[config.mk]
export PLATFORM = sky130hd
export DESIGN_NAME = lap_stopwatch
export DESIGN_NICKNAME = d
export VERILOG_FILES = /design/src/rtl/lap_stopwatch_pkg.sv /design/src/rtl/sw_time_counter.sv /design/src/rtl/lap_stopwatch.sv
export SDC_FILE = /design/constraint.sdc
export NUM_CORES = 1
export LEC_CHECK = 0
export BUFFER_PORTS_ARGS = -buffer_cell sky130_fd_sc_hd__buf_2
export CORE_MARGIN = 2
export CORE_UTILIZATION = 50
export DETAILED_ROUTE_END_ITERATION = 8
export PLACE_DENSITY = 0.67
export SLEW_MARGIN = 20
export SYNTH_ARGS = -nofsm -noshare
export SYNTH_HDL_FRONTEND = slang
export SYNTH_SLANG_ARGS = --single-unit
[constraint.sdc]
create_clock -name clock -period 6.71 [get_ports clock]
set_input_delay 0 -clock clock [delete_from_list [all_inputs] [get_ports clock]]
set_output_delay 0 -clock clock [all_outputs]
set_load 0.03 [all_outputs]
[src/rtl/lap_stopwatch_pkg.sv]
// Shared field widths, limits and state encoding for the stopwatch core.
// Also provides the packing helper that builds one lap record.
package stopwatch_defs;

    localparam int HOUR_W    = 7;
    localparam int MIN_W     = 6;
    localparam int SEC_W     = 6;
    localparam int CS_W      = 7;
    localparam int LAP_WIDTH = HOUR_W + MIN_W + SEC_W + CS_W;

    localparam logic [CS_W-1:0]  CS_MAX = 7'd99;
    localparam logic [MIN_W-1:0] SM_MAX = 6'd59;

    typedef enum logic [1:0] {
        IDLE    = 2'd0,
        RUNNING = 2'd1,
        PAUSED  = 2'd2
    } sw_state_t;

    function automatic logic [LAP_WIDTH-1:0] pack_time(
        input logic [HOUR_W-1:0] h,
        input logic [MIN_W-1:0]  m,
        input logic [SEC_W-1:0]  s,
        input logic [CS_W-1:0]   c
    );
        return {h, m, s, c};
    endfunction

endpackage

[src/rtl/sw_time_counter.sv]
// Mixed-radix h:m:s:cs counter. A clear that coincides with an increment
// restarts the count at one centisecond, so no tick is lost.
module sw_time_counter
    import stopwatch_defs::*;
#(
    parameter int HOUR_LIMIT = 100
) (
    input  logic              clock,
    input  logic              reset,
    input  logic              inc,
    input  logic              clr,
    output logic [HOUR_W-1:0] hour,
    output logic [MIN_W-1:0]  minute,
    output logic [SEC_W-1:0]  second,
    output logic [CS_W-1:0]   m_sec
);

    localparam logic [HOUR_W-1:0] HOUR_MAX = HOUR_W'(HOUR_LIMIT - 1);

    always_ff @(posedge clock or posedge reset) begin
        if (reset) begin
            hour   <= '0;
            minute <= '0;
            second <= '0;
            m_sec  <= '0;
        end else if (clr) begin
            hour   <= '0;
            minute <= '0;
            second <= '0;
            m_sec  <= inc ? CS_W'(1) : '0;
        end else if (inc) begin
            if (m_sec == CS_MAX) begin
                m_sec <= '0;
                if (second == SM_MAX) begin
                    second <= '0;
                    if (minute == SM_MAX) begin
                        minute <= '0;
                        hour   <= (hour == HOUR_MAX) ? '0 : hour + 1'b1;
                    end else begin
                        minute <= minute + 1'b1;
                    end
                end else begin
                    second <= second + 1'b1;
                end
            end else begin
                m_sec <= m_sec + 1'b1;
            end
        end
    end

endmodule

[src/rtl/lap_stopwatch.sv]
// Stopwatch core: run/pause/zero FSM, tick prescaler, total and lap counters,
// and a lap record FIFO read back through a strobe port.
module lap_stopwatch
    import stopwatch_defs::*;
#(
    parameter  int CLOCK_HZ   = 50_000_000,
    parameter  int TICK_HZ    = 100,
    parameter  int HOUR_LIMIT = 100,
    parameter  int LAP_DEPTH  = 8,
    localparam int AW         = $clog2(LAP_DEPTH)
) (
    input  logic                 clock,
    input  logic                 reset,
    input  logic                 start_pause,
    input  logic                 zero,
    input  logic                 lap,
    input  logic                 clear,
    input  logic                 split_mode,
    input  logic                 lap_rd_en,
    output logic [HOUR_W-1:0]    hour,
    output logic [MIN_W-1:0]     minute,
    output logic [SEC_W-1:0]     second,
    output logic [CS_W-1:0]      m_sec,
    output logic                 running,
    output logic                 lap_rd_valid,
    output logic [LAP_WIDTH-1:0] lap_rd_data,
    output logic [AW:0]          lap_count,
    output logic                 lap_full,
    output logic                 lap_empty,
    output logic                 lap_overflow,
    output logic [1:0]           state_dbg
);

    localparam int DIV = CLOCK_HZ / TICK_HZ;
    localparam int PW  = (DIV > 1) ? $clog2(DIV) : 1;

    sw_state_t     state;
    logic [PW-1:0] pre;
    logic          tick;

    assign state_dbg = state;
    assign tick      = (state == RUNNING) && (pre == PW'(DIV - 1));

    always_ff @(posedge clock or posedge reset) begin
        if (reset) begin
            pre <= '0;
        end else if (zero) begin
            pre <= '0;
        end else if (state == RUNNING) begin
            pre <= tick ? '0 : pre + 1'b1;
        end
    end

    // start_pause takes precedence over zero for the state transition;
    // zero still clears the counters in the same cycle.
    always_ff @(posedge clock or posedge reset) begin
        if (reset) begin
            state   <= IDLE;
            running <= 1'b0;
        end else begin
            case (state)
                IDLE: begin
                    if (start_pause) begin
                        state   <= RUNNING;
                        running <= 1'b1;
                    end
                end
                RUNNING: begin
                    if (start_pause) begin
                        state   <= PAUSED;
                        running <= 1'b0;
                    end
                end
                PAUSED: begin
                    if (start_pause) begin
                        state   <= RUNNING;
                        running <= 1'b1;
                    end else if (zero) begin
                        state <= IDLE;
                    end
                end
                default: begin
                    state   <= IDLE;
                    running <= 1'b0;
                end
            endcase
        end
    end

    // Read port: lap_rd_en is a request with no ready; it is honoured when the
    // FIFO is non-empty and clear is low, answered by a one-cycle lap_rd_valid
    // on the next cycle. lap_rd_data holds between reads.
    logic [LAP_WIDTH-1:0] mem [LAP_DEPTH];
    logic [AW:0]          wr_ptr;
    logic [AW:0]          rd_ptr;
    logic                 lap_ok;
    logic                 do_rd;
    logic                 do_wr;
    logic                 drop;
    logic [LAP_WIDTH-1:0] lap_word;

    logic [HOUR_W-1:0] lap_hour;
    logic [MIN_W-1:0]  lap_minute;
    logic [SEC_W-1:0]  lap_second;
    logic [CS_W-1:0]   lap_m_sec;

    assign lap_count = wr_ptr - rd_ptr;
    assign lap_full  = (lap_count == (AW + 1)'(LAP_DEPTH));
    assign lap_empty = (lap_count == '0);

    assign lap_ok = lap & ~zero & ~clear;
    assign do_rd  = lap_rd_en & ~clear & ~lap_empty;
    assign do_wr  = lap_ok & (~lap_full | do_rd);
    assign drop   = lap_ok & lap_full & ~do_rd;

    assign lap_word = split_mode ? pack_time(hour, minute, second, m_sec)
                                 : pack_time(lap_hour, lap_minute, lap_second, lap_m_sec);

    always_ff @(posedge clock) begin
        if (do_wr) begin
            mem[wr_ptr[AW-1:0]] <= lap_word;
        end
    end

    // When full, a simultaneous read and write hit the same slot; the read
    // sees the old record because both use the pre-edge memory contents.
    always_ff @(posedge clock or posedge reset) begin
        if (reset) begin
            wr_ptr       <= '0;
            rd_ptr       <= '0;
            lap_overflow <= 1'b0;
            lap_rd_valid <= 1'b0;
            lap_rd_data  <= '0;
        end else begin
            lap_rd_valid <= do_rd;
            if (do_rd) begin
                lap_rd_data <= mem[rd_ptr[AW-1:0]];
            end
            if (clear) begin
                wr_ptr       <= '0;
                rd_ptr       <= '0;
                lap_overflow <= 1'b0;
            end else begin
                if (do_wr) wr_ptr <= wr_ptr + 1'b1;
                if (do_rd) rd_ptr <= rd_ptr + 1'b1;
                if (drop)  lap_overflow <= 1'b1;
            end
        end
    end

    sw_time_counter #(.HOUR_LIMIT(HOUR_LIMIT)) u_total (
        .clock  (clock),
        .reset  (reset),
        .inc    (tick & ~zero),
        .clr    (zero),
        .hour   (hour),
        .minute (minute),
        .second (second),
        .m_sec  (m_sec)
    );

    sw_time_counter #(.HOUR_LIMIT(HOUR_LIMIT)) u_lap (
        .clock  (clock),
        .reset  (reset),
        .inc    (tick & ~zero),
        .clr    (zero | do_wr),
        .hour   (lap_hour),
        .minute (lap_minute),
        .second (lap_second),
        .m_sec  (lap_m_sec)
    );

endmodule

== After elaboration in Yosys (flattened, before gate mapping) ==
Memory sizes are Yosys's and may differ from the RTL's. A register that Yosys moved wholly into a read port is not among the register bits.
Index checks and enable logic that the tools add are counted.

* Add/subtract/negate cells: 12
* Equal/unequal tests: 16
* Bitwise operators: 15
* $lt $le $gt $ge: 0
* Divide/modulo/power cells: 0
* Multiply operators: 0
* Reduce and logical (&&, ||, !) cells: 24
* Shift-type cells: 0
* Muxes and demuxes: 57

{| class="wikitable"
|+ Operators with widths
! cell !! count
|-
| 7-bit 2-to-1 mux || 18
|-
| 6-bit 2-to-1 mux || 18
|-
| 19-bit 2-to-1 mux || 3
|-
| 7-bit by 1-bit adder with 7-bit output (second input constant) || 4
|-
| 7-bit == test (second input constant) || 4
|-
| 26-bit 2-to-1 mux || 1
|-
| 6-bit by 1-bit adder with 6-bit output (second input constant) || 4
|-
| 6-bit == test (second input constant) || 4
|-
| 2-bit nonzero test || 12
|-
| 19-bit by 1-bit adder with 19-bit output (second input constant) || 1
|-
| 19-bit == test (second input constant) || 1
|-
| 4-bit 2-to-1 mux || 4
|-
| 3-bit AND reduction || 3
|-
| 4-bit by 1-bit adder with 4-bit output (second input constant) || 2
|-
| 1-bit bitwise AND || 8
|-
| 2-bit 2-to-1 mux || 4
|-
| 4-bit AND reduction || 2
|-
| 1-bit 2-to-1 mux || 7
|-
| 2-bit case mux with 3 select lines || 1
|-
| 2-bit AND reduction || 3
|-
| 1-bit inverter || 5
|-
| 4-bit == test (second input constant) || 1
|-
| 4-bit logical NOT || 1
|-
| 2-bit != test (second input constant) || 2
|-
| 10 further kinds || 11
|}

* Output and inout bits: 63
* RAM bits: 208
* Bits in registers: 84
* Bits in read-only memories: 0
* Memories kept: 1
* Latch bits: 0

{| class="wikitable"
|+ Memory list
! name !! depth !! width !! rd ports !! clocked after Yosys merged registers in !! wr ports !! RTL line !! text
|-
| mem || 8 || 26 || 1 || 1 || 1 || lap_stopwatch.sv:93 || <nowiki>logic [LAP_WIDTH-1:0] mem [LAP_DEPTH];</nowiki>
|}

== Logic depth before layout (Yosys ltp) ==
* Depth after elaboration: 9
* Gate-level depth with buffers: 12
* Gate-level depth less buffers: 9

== By module ==
A second synthesis with hierarchy kept.

* Cell total of the unflattened synthesis: 923
* Area, all modules: 13685.6 um^2

{| class="wikitable"
|+ By module, submodules not included
! module !! area an instance (um^2) !! instances !! cells each !! seq. area each (um^2)
|-
| lap_stopwatch || 10772.8 || 1 || 611 || 7697.4
|-
| sw_time_counter || 1456.4 || 2 || 156 || 650.6
|}

== Worst setup path after synthesis ==
Ideal clock, no wire load.

* Kind: reg-to-reg
* Start point: register rd_ptr[1]
* End point: memory mem[2][0] (netlist bit) (enable)
* Data arrival time: 5.520 ns
* Cell stages (with the launch flop): 11
* Setup slack: 0.705 ns
* Cell sequence: dfrtp_1 > clkbuf_1 > clkbuf_1 > inv_1 > fa_1 > xor2_1 > or3_1 > buf_2 > o41ai_4 > buf_2 > nor4b_1

* Longest elaborated chain between the ends: 8

{| class="wikitable"
|+ RTL lines
! what !! RTL line !! text
|-
| start, declared || lap_stopwatch.sv:95 || <nowiki>logic [AW:0] rd_ptr;</nowiki>
|-
| start signal, assigned || lap_stopwatch.sv:145 || <nowiki>if (do_rd) rd_ptr <= rd_ptr + 1'b1;</nowiki>
|-
| 4-bit subtractor (*) || lap_stopwatch.sv:107 || <nowiki>assign lap_count = wr_ptr - rd_ptr;</nowiki>
|-
| net lap_count[2] || lap_stopwatch.sv:27 || <nowiki>output logic [AW:0] lap_count,</nowiki>
|-
| 4-bit logical NOT || lap_stopwatch.sv:109 || <nowiki>assign lap_empty = (lap_count == '0);</nowiki>
|-
| 1-bit inverter || lap_stopwatch.sv:112 || <nowiki>assign do_rd = lap_rd_en & ~clear & ~lap_empty;</nowiki>
|-
| 1-bit bitwise AND || lap_stopwatch.sv:112 ||
|-
| 1-bit bitwise OR (*) || lap_stopwatch.sv:113 || <nowiki>assign do_wr = lap_ok & (~lap_full | do_rd);</nowiki>
|-
| 1-bit bitwise AND (*) || lap_stopwatch.sv:113 ||
|-
| 1-bit 2-to-1 mux (*) || lap_stopwatch.sv:120 || <nowiki>if (do_wr) begin</nowiki>
|-
| 1-bit 2-to-1 mux (implied by the code) (*) || lap_stopwatch.sv:121 || <nowiki>mem[wr_ptr[AW-1:0]] <= lap_word;</nowiki>
|-
| end, declared || lap_stopwatch.sv:93 ||
|}

Mark *: on every way through the listed nets, which the timed path passes. The rest lies on a longest branch.

== Worst setup path in the final report ==
* Start point: register rd_ptr[2]
* End point: memory mem[6][19] (netlist bit) (enable)

* Longest elaborated chain between the ends: 8

{| class="wikitable"
|+ RTL lines
! what !! RTL line
|-
| 4-bit subtractor (*) || lap_stopwatch.sv:107
|-
| 4-bit logical NOT || lap_stopwatch.sv:109
|-
| 1-bit inverter || lap_stopwatch.sv:112
|-
| 1-bit bitwise AND || lap_stopwatch.sv:112
|-
| 1-bit bitwise OR (*) || lap_stopwatch.sv:113
|-
| 1-bit bitwise AND (*) || lap_stopwatch.sv:113
|-
| 1-bit 2-to-1 mux (*) || lap_stopwatch.sv:120
|-
| 1-bit 2-to-1 mux (implied by the code) (*) || lap_stopwatch.sv:121
|}

Every way passes the cells marked *; elsewhere a longest branch is shown, timed or not.

==> results list <==
- Outcome: finished clean
- Measured against its own limit, the worst slew margin works out to 0.397.
- Area fraction of the dominant cell type after synthesis: 0.449
- After clock tree synthesis, the repair step resized 0 gates.
- Reg-to-reg critical path endpoint: mem[6][19]
- Counting every instance in the synthesized netlist gives 954.
- Max incr delay on CP: 0.64 ns
- For this block, the initial DRC count from the detailed router was a little over 600.
- Overall die area: around 0.029 mm^2
- The design draws a little over 0.005 W.
* Area taken by multi-input logic gates: approximately 0.0047 mm^2
* Final routed wirelength across all metal layers: ~27000 um
- Clock period minus worst slack: 3.62 ns
- The first global-routing pass estimated ~44000 um of wire.
- Across the whole layout, storage elements account for about 0.009 mm^2.
- Pin placement for this block handled just over 70 I/O pins.
- At the end of the flow, the number of nets in the layout was 1055.
- Required @ worst endpoint: 6.87 ns
* Worst r2r path cells: 9
- DRC violation count after routing: 0
- Detailed placement ended at an HPWL of about 17000 um.
* Count of hold-fix buffers inserted at cts: 6
- Most frequent cell after synthesis: sky130_fd_sc_hd__edfxtp_1
* Synth top cells by count: sky130_fd_sc_hd__edfxtp_1 (208), sky130_fd_sc_hd__dfrtp_1 (110), sky130_fd_sc_hd__nand2_1 (60)
- The largest individual stage delay along the critical path comes from the cell sky130_fd_sc_hd__inv_2.
- Fmax: roughly 0.28 GHz
- Dividing total power by cell area gives a power density of about 320 mW/mm^2.
- Port bufs: 70
- Growth of design area from synthesis to finish: 14.1%
- Root Driver: sky130_fd_sc_hd__clkbuf_16
* Actual transition at the worst max-transition pin: 0.904 ns
* Synth cell types: 61
- For this run, the leading register cell type out of synthesis is sky130_fd_sc_hd__edfxtp_1.
* Via count of the routed design: 8181
- Number of endpoints failing setup at the final stage: 0
- On the final layout, the worst clock skew is 0.0194 ns.
- Maximum number of pins on one net before global-route repair: 81
- The worst setup path is launched from a flop.
- The worst setup path is captured at a flop.
* Critical path's top delay family: buffers and inverters
- Share of final-layout standard cells stronger than drive strength 1: 0.231
* Vertical die dimension: approximately 170 um
- Clock tree from TritonCTS: yes
- The floorplan has 61 rows.
* Maximum clock path buffer count: 3
- The synthesized design contains between 300 and 400 register bits.
- In this run the post-CTS setup repair buffer count came out at 0.
- Of all flip-flops after synthesis, the portion carrying an async set or reset was 0.346.
- For the worst-skew pair, the clock arrives at the later sink with an insertion delay of around 0.52 ns.
- Gr ovfl total: 0
- Net Count, Synth: 977
- Of the available clock period, the critical path in the final layout requires 0.540.
* Cell count after placement: 1368
- Synth Area per Inst: about 15 um^2
- Sequence of cells on the critical path: inv_2, ha_1, a21oi_1, and3_1, o41ai_4, buf_4, or2_2, nor3b_2, buf_4
- Clock-pin slew was measured on the worst setup and hold paths at roughly 0.060 ns.
* Floorplan core area: ~0.028 mm^2
* Filler cell count in the final layout: 2201
* Htree depth: 2
* R2r startpoint: rd_ptr[2]
- Max-cap violations: 0
- Cell type contributing the most total cell area after synthesis: sky130_fd_sc_hd__edfxtp_1
- Warnings from Yosys: 0
* Total CTS buffers: 34
- Share of the yosys chip area belonging to registers: 0.647
* Via count of the first global-routing pass: 7925
- Total iterations of the first detailed-routing run: 5
- Setup slack on the worst reg-to-reg path comes out at ~3 ns.
- RSZ-0062 raised after global routing: no
- The critical path in this run is classified as flop to flop.
* Max IR drop VDD: 0.000200 V
* Number of diodes added for antenna fixing: 0
- Cell types with the largest area share after synthesis: sky130_fd_sc_hd__edfxtp_1 (45%), sky130_fd_sc_hd__dfrtp_1 (20%), sky130_fd_sc_hd__mux4_2 (8.4%)
- In the routed layout, each cell is associated on average with a via count of 5.70.
* Hold Crit Class: input pin to asynchronous set/reset pin
- Final hold violations: 0
* Fin Setup TNS: 0 ns
* Total standard cell area after synthesis: between 0.01 and 0.015 mm^2
* Number of buffer and inverter stages on the critical path: 3
* Cell repeated most along the worst path: sky130_fd_sc_hd__buf_4
- Starting density of the core: 0.505
* Routability-driven placement congestion ratio: 0.824
- Summed over all cells, the static leakage comes to 5.98 nW.
- Maximum fanout along the worst path: 28
- The synthesized design contains 208 enable-type register cells.
- Wire per inst: 19.1 um
* Post-route non-filler standard cell count: around 1.4k
- Remaining antenna violation count: 0
- The max-slew violation count was 0.
* Combined global-route utilization of all metal layers: 0.194
- For this design, the sink count on the clock tree is between 300 and 400.
- Arr. time, crit path: around 3.8 ns
* Fin util: 0.576
- Width of the die: roughly 170 um
- The initial antenna violation count is 0.
==> worst max-delay path by stage <==
| stage | start | endpoint | cells past startpoint |
|---|---|---|---|
| 2_1_floorplan | rd_ptr[1] | mem[2][0] | 10 |
| 3_3_place_gp | rd_ptr[2] | mem[6][22] | 9 |
| 3_5_place_dp | rd_ptr[2] | mem[6][23] | 9 |
| 4_1_cts | rd_ptr[2] | mem[6][19] | 9 |
| 5_1_grt | rd_ptr[2] | mem[6][19] | 9 |
| 6_report | rd_ptr[2] | mem[6][19] | 9 |
==> power by group <==
part	internal (W)	switching [W]
Sequential	0.00221	0.0000835
Combinational	0.000384	0.000659
Clock	0.00106	0.000743
==> placed cells by master, fill, tap and decap left out, types with 10 or more instances in the layout <==
cell type	instances
sky130_fd_sc_hd__mux2i_1	44
sky130_fd_sc_hd__mux2_2	28
sky130_fd_sc_hd__buf_4	17
sky130_fd_sc_hd__inv_1	23
sky130_fd_sc_hd__nor3_1	12
sky130_fd_sc_hd__ha_1	14
sky130_fd_sc_hd__or4_1	15
sky130_fd_sc_hd__nand3_1	41
sky130_fd_sc_hd__a21oi_1	40
sky130_fd_sc_hd__nor2_1	38
sky130_fd_sc_hd__mux4_2	52
sky130_fd_sc_hd__clkbuf_16	34
sky130_fd_sc_hd__xnor2_1	12
sky130_fd_sc_hd__dfrtp_1	108
sky130_fd_sc_hd__o31ai_1	21
sky130_fd_sc_hd__buf_2	70
sky130_fd_sc_hd__nand2_1	60
sky130_fd_sc_hd__o21ai_0	54
sky130_fd_sc_hd__nand3b_1	10
sky130_fd_sc_hd__edfxtp_1	208
==> flip-flops by register name, indices dropped and copies added, names as in the netlist, 2 cells and up <==
| signal | flops |
|---|---|
| u_lap.minute | 6 |
| u_total.minute | 6 |
| mem | 208 |
| u_lap.m_sec | 7 |
| u_total.second | 6 |
| rd_ptr | 4 |
| u_total.m_sec | 7 |
| pre | 19 |
| u_lap.hour | 7 |
| wr_ptr | 4 |
| u_total.hour | 7 |
| lap_rd_data | 26 |
| state_dbg | 2 |
| u_lap.second | 6 |
==> worst register-to-register path, delay by kind of cell (launching register included) <==
kind | cells | cell delay, ns
and+or+nand+nor | 3 | 0.88
AOI/OAI and AO/OA | 2 | 0.36
DFF | 1 | 0.38
adders and majority gates | 1 | 0.41
buffers and inverters | 3 | 1.22
==> cells by family after synthesis <==
kind of cell | Yosys count | synth area share
buffers and inverters | 78 | 0.0228
adder cells (fa/ha/maj) | 15 | 0.0140
AO/OA/AOI/OAI | 148 | 0.0670
flip-flops | 318 | 0.647
multiplexers | 124 | 0.139
XOR/XNOR | 18 | 0.0113
AND/OR/NAND/NOR | 253 | 0.0993
==> layout make-up <==
cell class / count / area share
repair buffers: 94 / 0.0346
clock buffers: 39 / 0.0548
multi-input cells: 558 / 0.294
inverters: 26 / 0.00639
flip-flops and latches: 318 / 0.567
well taps: 378 / 0.0298
clock inverters: 23 / 0.0134
==> metal layers <==
metal / global-route usage / vias to the layer above / share of wire
met5: 0 / - / 0
met4: 0.0483 / 0 / 0.015
met3: 0.0305 / 32 / 0.043
met2: 0.302 / 172 / 0.47
met1: 0.290 / 4095 / 0.47
li1: - / 3882 / -
==> metrics by stage <==
stage | instance area [um^2] | setup WS [ns] | hold slack [ns]
finish | 15900 | 3.09 | 0.0317
global route | 15900 | 2.91 | 0.0932
CTS | 15900 | 3.05 | 0.0390
detailed placement | 14700 | 3.07 | 0.0275
global placement | 14700 | 3.14 | 0.0229
floorplan | 13900 | 0.705 | 0.0974
Note: power is estimated with default switching activity, not from simulation.
